$ cat config.mk
export PLATFORM = sky130hd
export DESIGN_NAME = if_id_stage_flat
export DESIGN_NICKNAME = d
export VERILOG_FILES = /design/src/rtl/if_id_stage_if.sv /design/src/rtl/if_id_stage.sv /design/src/flat_wrapper.sv
export SDC_FILE = /design/constraint.sdc
export NUM_CORES = 1
export LEC_CHECK = 0
export CORE_MARGIN = 2
export CORE_UTILIZATION = 55
export DETAILED_ROUTE_END_ITERATION = 10
export DONT_BUFFER_PORTS = 1
export PLACE_DENSITY = 0.8
export SKIP_CTS_REPAIR_TIMING = 1
export SYNTH_ARGS = -nofsm -noshare
export SYNTH_HDL_FRONTEND = slang
export SYNTH_SLANG_ARGS = --single-unit
$ cat constraint.sdc
create_clock -name clk -period 1.28 [get_ports clk]
set_input_delay 0.064 -clock clk [delete_from_list [all_inputs] [get_ports clk]]
set_output_delay 0.064 -clock clk [all_outputs]
set_load 0.05 [all_outputs]
$ cat src/rtl/if_id_stage_if.sv
// rtl/if_id_stage_if.sv - fetch/decode handshake bundle for the IF/ID stage
// Purpose: groups the fetch-side input, the flush strobe and the decode-side
//          output of if_id_stage into one bundle.
// Ports (signals):
//   in_valid/in_ready/in_instr/in_pc   fetch -> stage handshake and payload
//   flush                              discard everything held in the stage
//   out_valid/out_ready                stage -> decode handshake
//   out_instr/out_pc/out_pc_inc        held instruction, its PC and PC+1
//   out_op/out_rs/out_rd/out_imm8/out_op3  decoded field slices
// Modports: master = fetch/decode environment, slave = the stage itself.
interface if_id_stage_if #(
  parameter int IW  = 16,
  parameter int PCW = 16
);
  logic           in_valid;
  logic           in_ready;
  logic [IW-1:0]  in_instr;
  logic [PCW-1:0] in_pc;
  logic           flush;
  logic           out_valid;
  logic           out_ready;
  logic [IW-1:0]  out_instr;
  logic [PCW-1:0] out_pc;
  logic [PCW-1:0] out_pc_inc;
  logic [1:0]     out_op;
  logic [2:0]     out_rs;
  logic [2:0]     out_rd;
  logic [7:0]     out_imm8;
  logic [3:0]     out_op3;

  modport master (
    output in_valid, in_instr, in_pc, flush, out_ready,
    input  in_ready, out_valid, out_instr, out_pc, out_pc_inc,
           out_op, out_rs, out_rd, out_imm8, out_op3
  );

  modport slave (
    input  in_valid, in_instr, in_pc, flush, out_ready,
    output in_ready, out_valid, out_instr, out_pc, out_pc_inc,
           out_op, out_rs, out_rd, out_imm8, out_op3
  );
endinterface

$ cat src/rtl/if_id_stage.sv
// rtl/if_id_stage.sv - IF/ID pipeline register with two-entry skid buffer
// Purpose: registers each fetched instruction with its PC, splits it into
//          decode fields and absorbs one extra instruction when decode stalls
//          so fetch never loses one. flush empties the stage.
// Ports:
//   clk    rising-edge clock
//   rst_n  asynchronous active-low reset
//   bus    if_id_stage_if.slave: fetch handshake in, decode handshake out,
//          flush, held instruction/PC/PC+1 and field slices
module if_id_stage #(
  parameter int IW  = 16,
  parameter int PCW = 16
) (
  input  logic          clk,
  input  logic          rst_n,
  if_id_stage_if.slave  bus
);

  // Occupancy encoded as {main_v, skid_v}; 2'b01 is unreachable.
  localparam logic [1:0] ST_EMPTY = 2'b00;
  localparam logic [1:0] ST_ONE   = 2'b10;
  localparam logic [1:0] ST_FULL  = 2'b11;

  logic           main_v;
  logic           skid_v;
  logic [IW-1:0]  main_instr;
  logic [PCW-1:0] main_pc;
  logic [IW-1:0]  skid_instr;
  logic [PCW-1:0] skid_pc;
  logic           accept;
  logic           take;

  // in_ready depends only on the skid flag, never on out_ready, so there is
  // no combinational path from decode back to fetch.
  assign accept = bus.in_valid & ~skid_v;
  assign take   = main_v & bus.out_ready;

  always_ff @(posedge clk or negedge rst_n) begin
    if (!rst_n) begin
      main_v     <= 1'b0;
      skid_v     <= 1'b0;
      main_instr <= '0;
      main_pc    <= '0;
      skid_instr <= '0;
      skid_pc    <= '0;
    end else if (bus.flush) begin
      // Input presented in a flush cycle is dropped along with held entries.
      main_v <= 1'b0;
      skid_v <= 1'b0;
    end else begin
      case ({main_v, skid_v})
        ST_EMPTY: begin
          if (accept) begin
            main_v     <= 1'b1;
            main_instr <= bus.in_instr;
            main_pc    <= bus.in_pc;
          end
        end
        ST_ONE: begin
          if (accept && take) begin
            main_instr <= bus.in_instr;
            main_pc    <= bus.in_pc;
          end else if (accept) begin
            // Decode stalled: park the newcomer behind main.
            skid_v     <= 1'b1;
            skid_instr <= bus.in_instr;
            skid_pc    <= bus.in_pc;
          end else if (take) begin
            main_v <= 1'b0;
          end
        end
        ST_FULL: begin
          if (take) begin
            skid_v     <= 1'b0;
            main_instr <= skid_instr;
            main_pc    <= skid_pc;
          end
        end
        default: begin
          main_v <= 1'b0;
          skid_v <= 1'b0;
        end
      endcase
    end
  end

  assign bus.in_ready   = ~skid_v;
  assign bus.out_valid  = main_v;
  assign bus.out_instr  = main_instr;
  assign bus.out_pc     = main_pc;
  assign bus.out_pc_inc = main_pc + 1'b1;

  // Field slices straight off the main register: no added latency.
  assign bus.out_op   = main_instr[15:14];
  assign bus.out_rs   = main_instr[13:11];
  assign bus.out_rd   = main_instr[10:8];
  assign bus.out_imm8 = main_instr[7:0];
  assign bus.out_op3  = main_instr[7:4];

endmodule

$ cat src/flat_wrapper.sv
// flat-port wrapper written by rule: the top's interface ports become plain ports
module if_id_stage_flat 
#(
  parameter int IW  = 16,
  parameter int PCW = 16
)
  (clk, rst_n, bus_in_valid, bus_in_instr, bus_in_pc, bus_flush, bus_out_ready, bus_in_ready, bus_out_valid, bus_out_instr, bus_out_pc, bus_out_pc_inc, bus_out_op, bus_out_rs, bus_out_rd, bus_out_imm8, bus_out_op3);
  if_id_stage_if #(.IW(IW), .PCW(PCW)) bus_i ();
  input  logic clk;
  input  logic rst_n;
  input wire logic [$bits(bus_i.in_valid)-1:0] bus_in_valid;
  input wire logic [$bits(bus_i.in_instr)-1:0] bus_in_instr;
  input wire logic [$bits(bus_i.in_pc)-1:0] bus_in_pc;
  input wire logic [$bits(bus_i.flush)-1:0] bus_flush;
  input wire logic [$bits(bus_i.out_ready)-1:0] bus_out_ready;
  output wire logic [$bits(bus_i.in_ready)-1:0] bus_in_ready;
  output wire logic [$bits(bus_i.out_valid)-1:0] bus_out_valid;
  output wire logic [$bits(bus_i.out_instr)-1:0] bus_out_instr;
  output wire logic [$bits(bus_i.out_pc)-1:0] bus_out_pc;
  output wire logic [$bits(bus_i.out_pc_inc)-1:0] bus_out_pc_inc;
  output wire logic [$bits(bus_i.out_op)-1:0] bus_out_op;
  output wire logic [$bits(bus_i.out_rs)-1:0] bus_out_rs;
  output wire logic [$bits(bus_i.out_rd)-1:0] bus_out_rd;
  output wire logic [$bits(bus_i.out_imm8)-1:0] bus_out_imm8;
  output wire logic [$bits(bus_i.out_op3)-1:0] bus_out_op3;
  assign bus_i.in_valid = bus_in_valid;
  assign bus_i.in_instr = bus_in_instr;
  assign bus_i.in_pc = bus_in_pc;
  assign bus_i.flush = bus_flush;
  assign bus_i.out_ready = bus_out_ready;
  assign bus_in_ready = bus_i.in_ready;
  assign bus_out_valid = bus_i.out_valid;
  assign bus_out_instr = bus_i.out_instr;
  assign bus_out_pc = bus_i.out_pc;
  assign bus_out_pc_inc = bus_i.out_pc_inc;
  assign bus_out_op = bus_i.out_op;
  assign bus_out_rs = bus_i.out_rs;
  assign bus_out_rd = bus_i.out_rd;
  assign bus_out_imm8 = bus_i.out_imm8;
  assign bus_out_op3 = bus_i.out_op3;
  if_id_stage #(.IW(IW), .PCW(PCW)) u_core (.clk(clk), .rst_n(rst_n), .bus(bus_i));
endmodule
==> results of run 1 <==
-- kinds of logic after synthesis --
family,Yosys count,synth area share [%]
mux,64,21.2
simple gates,60,9.24
buf+inv,39,8.11
xor+xnor,14,4.05
compound gates,35,5.54
fa+ha+maj,1,0.390
flops,66,51.5
-- stage by stage --
stage	hold slack [ns]	utilization, %
CTS	-0.598	78.0
detailed placement	-0.230	74.3
global placement	-0.230	74.3
floorplan	-0.232	-
==> impl_metrics.py, run 1 <==
metrics = {
    "floorplan": {
        "die_w_um": 80.4,
        "num_rows": 27,
        "initial_utilization_pct": 57.6,
        "die-height_um": 80.4,
        "io_pins": 107,
    },
    "logic_synthesis": {
        "syn_nets": 317,
        "yosysSeqAreaShare_pct": 51.5,
        "synthFlopType": "dfrtp_1",
        "syn_avg_cell_area_um2": 11.5,
        "synth_area_mm2": 0.00321,
        "netlist_instances": 279,
        "yosysTopAreaCellShare_pct": 51.5,
        "synthTopCellsByCount": "66 x dfrtp_1, 36 x nor2_1, 33 x a21oi_1",
        "ys_ff_latch": 66,
        "async_flop_share_pct": 100,
        "synth_area_leader_cell": "dfrtp_1",
        "synth.top_cells.by_area": "dfrtp_1 51%, mux2_2 11%, mux2i_1 10%",
        "yosysMostFrequentCell": "dfrtp_1",
        "synth-edff-count": 0,
        "synth_cell_types": 29,
        "ys.warnings.count": 0,
    },
    "clock_network": {
        "clockBufferDepth": 2,
        "cts_buffers": 9,
        "htree_num_levels": 3,
        "cts.sinks": 66,
        "cts-root-buf": "clkbuf_8",
    },
    "sta": {
        "crit_endpoint": "bus_out_pc_inc[15]",
        "endpoint_type": "primary output",
    },
    "placed_design": {
        "place_inst": 387,
        "routabilityCongestion": 0.776,
        "dpl_worst_slack_ns": -0.283,
        "dpl_cell_area_mm2": 0.00414,
        "hpwlAfterDp_mm": 5.08,
        "io_buffers": 0,
    },
    "global_routing": {
        "grt_max_degree": 67,
        "antenna_found_initial": 1,
    },
    "outcome": {
        "tool.error": "[ERROR DPL-0033] detailed placement checks failed during check placement.",
        "outcome": "stopped before the end",
        "lastStage": "global routing (5_1_grt)",
    },
}
==> inputs of run 2 (changes only) <==
--- a/config.mk
+++ b/config.mk
@@ -6,10 +6,10 @@
 export NUM_CORES = 1
 export LEC_CHECK = 0
 export CORE_MARGIN = 2
-export CORE_UTILIZATION = 55
+export CORE_UTILIZATION = 40
 export DETAILED_ROUTE_END_ITERATION = 10
 export DONT_BUFFER_PORTS = 1
-export PLACE_DENSITY = 0.8
+export PLACE_DENSITY_LB_ADDON = 0.15
 export SKIP_CTS_REPAIR_TIMING = 1
 export SYNTH_ARGS = -nofsm -noshare
 export SYNTH_HDL_FRONTEND = slang
==> constraint.sdc (replaced) <==
create_clock -name clk -period 1.7 [get_ports clk]
set_input_delay 0.085 -clock clk [delete_from_list [all_inputs] [get_ports clk]]
set_output_delay 0.085 -clock clk [all_outputs]
set_load 0.05 [all_outputs]
==> run 2 against run 1 <==
The flow now finishes, with violations (hold timing, setup timing). Synthesized cell count stayed put. Synthesized area stayed put.
==> impl_metrics.py, run 2 <==
metrics = {
    "setup_path": {
        "path_class": "flip-flop to primary output",
        "critical_path.top_delay_family": "simple AND/OR/NAND/NOR gates",
        "r2r_setup_slack_ns": 0.14,
        "r2r_start": "u_core.skid_v$_DFFE_PN0P_",
        "slowest_delay_ns": 0.42,
        "cp_cell_sequence": "and3_4 > nand3_4 > or3_4 > xnor2_4 > buf_12",
        "critPathLaunchType": "flip-flop",
        "timing.critical_path.to": "bus_out_pc_inc[15]",
        "crit_cells": 5,
        "r2r_end": "u_core.skid_pc[3]$_DFFE_PN0P_",
        "crit_path_max_fanout": 4,
        "arrival_ns": 1.78,
        "worst-r2r-cell-count": 5,
        "cp-startpoint": "u_core.bus.out_pc[2]$_DFFE_PN0P_",
        "cp.required_ns": 1.62,
        "crit_buf_inv": 1,
        "crit_path_top_delay_cell": "or3_4",
        "crit_path_end_kind": "primary output",
    },
    "logic_synthesis": {
        "synth_cell_types": 29,
        "yosysMostFrequentCell": "dfrtp_1",
        "synth_area_leader_cell": "dfrtp_1",
        "synthFlopType": "dfrtp_1",
        "syn_avg_cell_area_um2": 11.5,
        "async_flop_share_pct": 100,
        "yosysTopAreaCellShare_pct": 51.5,
        "netlist_instances": 279,
        "synthTopCellsByCount": "66 x dfrtp_1, 36 x nor2_1, 33 x a21oi_1",
        "synth_area_mm2": 0.00321,
        "ys_ff_latch": 66,
        "yosysSeqAreaShare_pct": 51.5,
        "synth.top_cells.by_area": "dfrtp_1 51%, mux2_2 11%, mux2i_1 10%",
        "syn_nets": 317,
        "synth-edff-count": 0,
        "ys.warnings.count": 0,
    },
    "cells_and_area": {
        "layout_commonest_cell": "dfrtp_1",
        "nets": 388,
        "synthToLayoutAreaGrowth_pct": 40.2,
        "final_area_mm2": 0.00450,
        "layoutNonFillerInstCount": 457,
        "diodes": 0,
        "mostFrequentLayoutCells": "54 x dfrtp_1, 43 x buf_4, 35 x nor2_1, 35 x dlygate4sd3_1, 33 x a21oi_1",
        "drive_above_1_share_pct": 40.0,
    },
    "outcome": {
        "outcome": "finished, violations left",
        "violations": "hold timing, setup timing",
    },
    "floorplan": {
        "core_area_mm2": 0.00777,
        "io_pins": 107,
        "die_area_mm2": 0.00876,
        "initial_utilization_pct": 41.3,
        "die_w_um": 93.6,
        "die-height_um": 93.6,
        "num_rows": 32,
    },
    "clock_network": {
        "cts_buffers": 9,
        "cts-root-buf": "clkbuf_8",
        "cts.sinks": 66,
        "clock_latency_ns": 0.33,
        "htree_num_levels": 3,
        "cts.clk_slew.worst_paths_ns": 0.07,
        "clockBufferDepth": 2,
        "cts_tree": "built",
    },
    "job": {
        "maxCapViolCount": 0,
    },
    "min_path": {
        "hold_start": "bus_in_instr[12]",
        "min_path_type": "input pin to flip-flop",
    },
    "placed_design": {
        "routabilityCongestion": 0.741,
        "dpl_cell_area_mm2": 0.00385,
        "place_inst": 401,
        "io_buffers": 0,
        "dpl_worst_slack_ns": 0.116,
        "hpwlAfterDp_mm": 4.37,
    },
    "sta": {
        "relSlewSlack_pct": 68.2,
        "max_freq_mhz": 536,
        "rsz0062_at_grt": "true",
        "setup_slack_ns": -0.166,
        "finalMaxSlewViolations": 0,
        "tns_ns": -0.497,
        "finalClockSkew_ns": 0.00825,
        "timing.hold.ws_ns": -0.0343,
        "min_period_over_period_pct": 110,
        "min_period_ns": 1.87,
        "setup_viol": 6,
        "worstMarginPinSlew_ns": 0.478,
        "final-hold-violation-count": 7,
    },
    "global_routing": {
        "top_usage_layer": "met2",
        "overflow": 0,
        "grtUsageTotal_pct": 15.6,
        "grt_pass1_wl_mm": 10.5,
        "grt_util_met3_pct": 5.88,
        "grt_max_degree": 67,
        "first_global_vias": 2099,
        "antenna_found_initial": 0,
        "grt_use_met1_pct": 20.6,
        "met2_usage_pct": 22.7,
    },
    "power": {
        "max-vdd-ir-drop_mv": 0.837,
        "power_uw": 5910,
        "power_density_mw_per_mm2": 1310,
        "p_leak_uw": 0.00213,
    },
    "drt": {
        "drtAntennaViolNets": 0,
        "dr.first_iter.drc_count": 84,
        "route.detailed.drc": 0,
        "first_pass_iters": 4,
        "drt-total-wl_mm": 6.67,
        "wire_per_inst_um": 14.6,
        "vias": 2257,
        "vias_per_cell": 4.94,
    },
}
run 2: cell counts after synthesis:
No cell type changed its count.
run 2: worst min-delay path by stage:
| stage | endpoint | cells after the start | slack (ns) |
|---|---|---|---|
| 2_1_floorplan | u_core.bus.out_instr[0]$_DFFE_PN0P_ | 0 | -0.21 |
| 3_3_place_gp | u_core.skid_instr[11]$_DFFE_PN0P_ | 0 | -0.21 |
| 3_5_place_dp | u_core.skid_instr[11]$_DFFE_PN0P_ | 0 | -0.21 |
| 4_1_cts | u_core.skid_instr[11]$_DFFE_PN0P_ | 0 | -0.58 |
| 5_1_grt | u_core.bus.out_pc[2]$_DFFE_PN0P_ | 2 | 0.0003 |
| 6_report | u_core.bus.out_instr[12]$_DFFE_PN0P_ | 2 | -0.03 |
run 2: worst reg2reg max path, delay by kind of cell (launching register included):
kind,cells,cell delay [ns]
flip-flops,1,0.46
buffers and inverters,2,0.35
multiplexers,1,0.37
AND/OR/NAND/NOR,2,0.25
run 2: layout make-up:
class	count	area, um^2
timing repair buffer	95	1010
multi-input combinational	174	1470
inverter	4	18.8
tap	102	128
fill	668	3270
clock buffer	11	151
sequential	66	1670
clock inverter	5	52.6
run 2: metal layers:
| layer | part of all wire, % | vias to the layer above |
|---|---|---|
| met1 | 45 | 1098 |
| met3 | 7.9 | 9 |
| met2 | 45 | 68 |
| met4 | 1.8 | 0 |
| met5 | 0 | - |
| li1 | - | 1082 |
run 2: kinds of logic (layout without fill, tap and decap cells):
kind of cell / count (synthesis) / after routing / share of synthesized area [%]
AOI/OAI and AO/OA: 35 / 35 / 5.54
adders and majority gates: 1 / 1 / 0.390
muxes: 64 / 64 / 21.2
DFF: 66 / 66 / 51.5
xor gates and xnor gates: 14 / 14 / 4.05
and+or+nand+nor: 60 / 60 / 9.24
buffers and inverters: 39 / 115 / 8.11
run 2: report_power, final:
part	internal (uW)	total, uW	switching, uW
combinational	895	2500	1610
clock	749	1330	576
sequential	1900	2080	181
run 2: through the flow:
stage	hold WS (ns)	util [%]
2_1_floorplan	-0.211	-
3_3_place_gp	-0.209	49.6
3_5_place_dp	-0.209	49.6
4_1_cts	-0.581	52.2
5_1_grt	0.000338	57.9
6_report	-0.0343	57.9
Note: power is estimated with default switching activity, not from simulation.
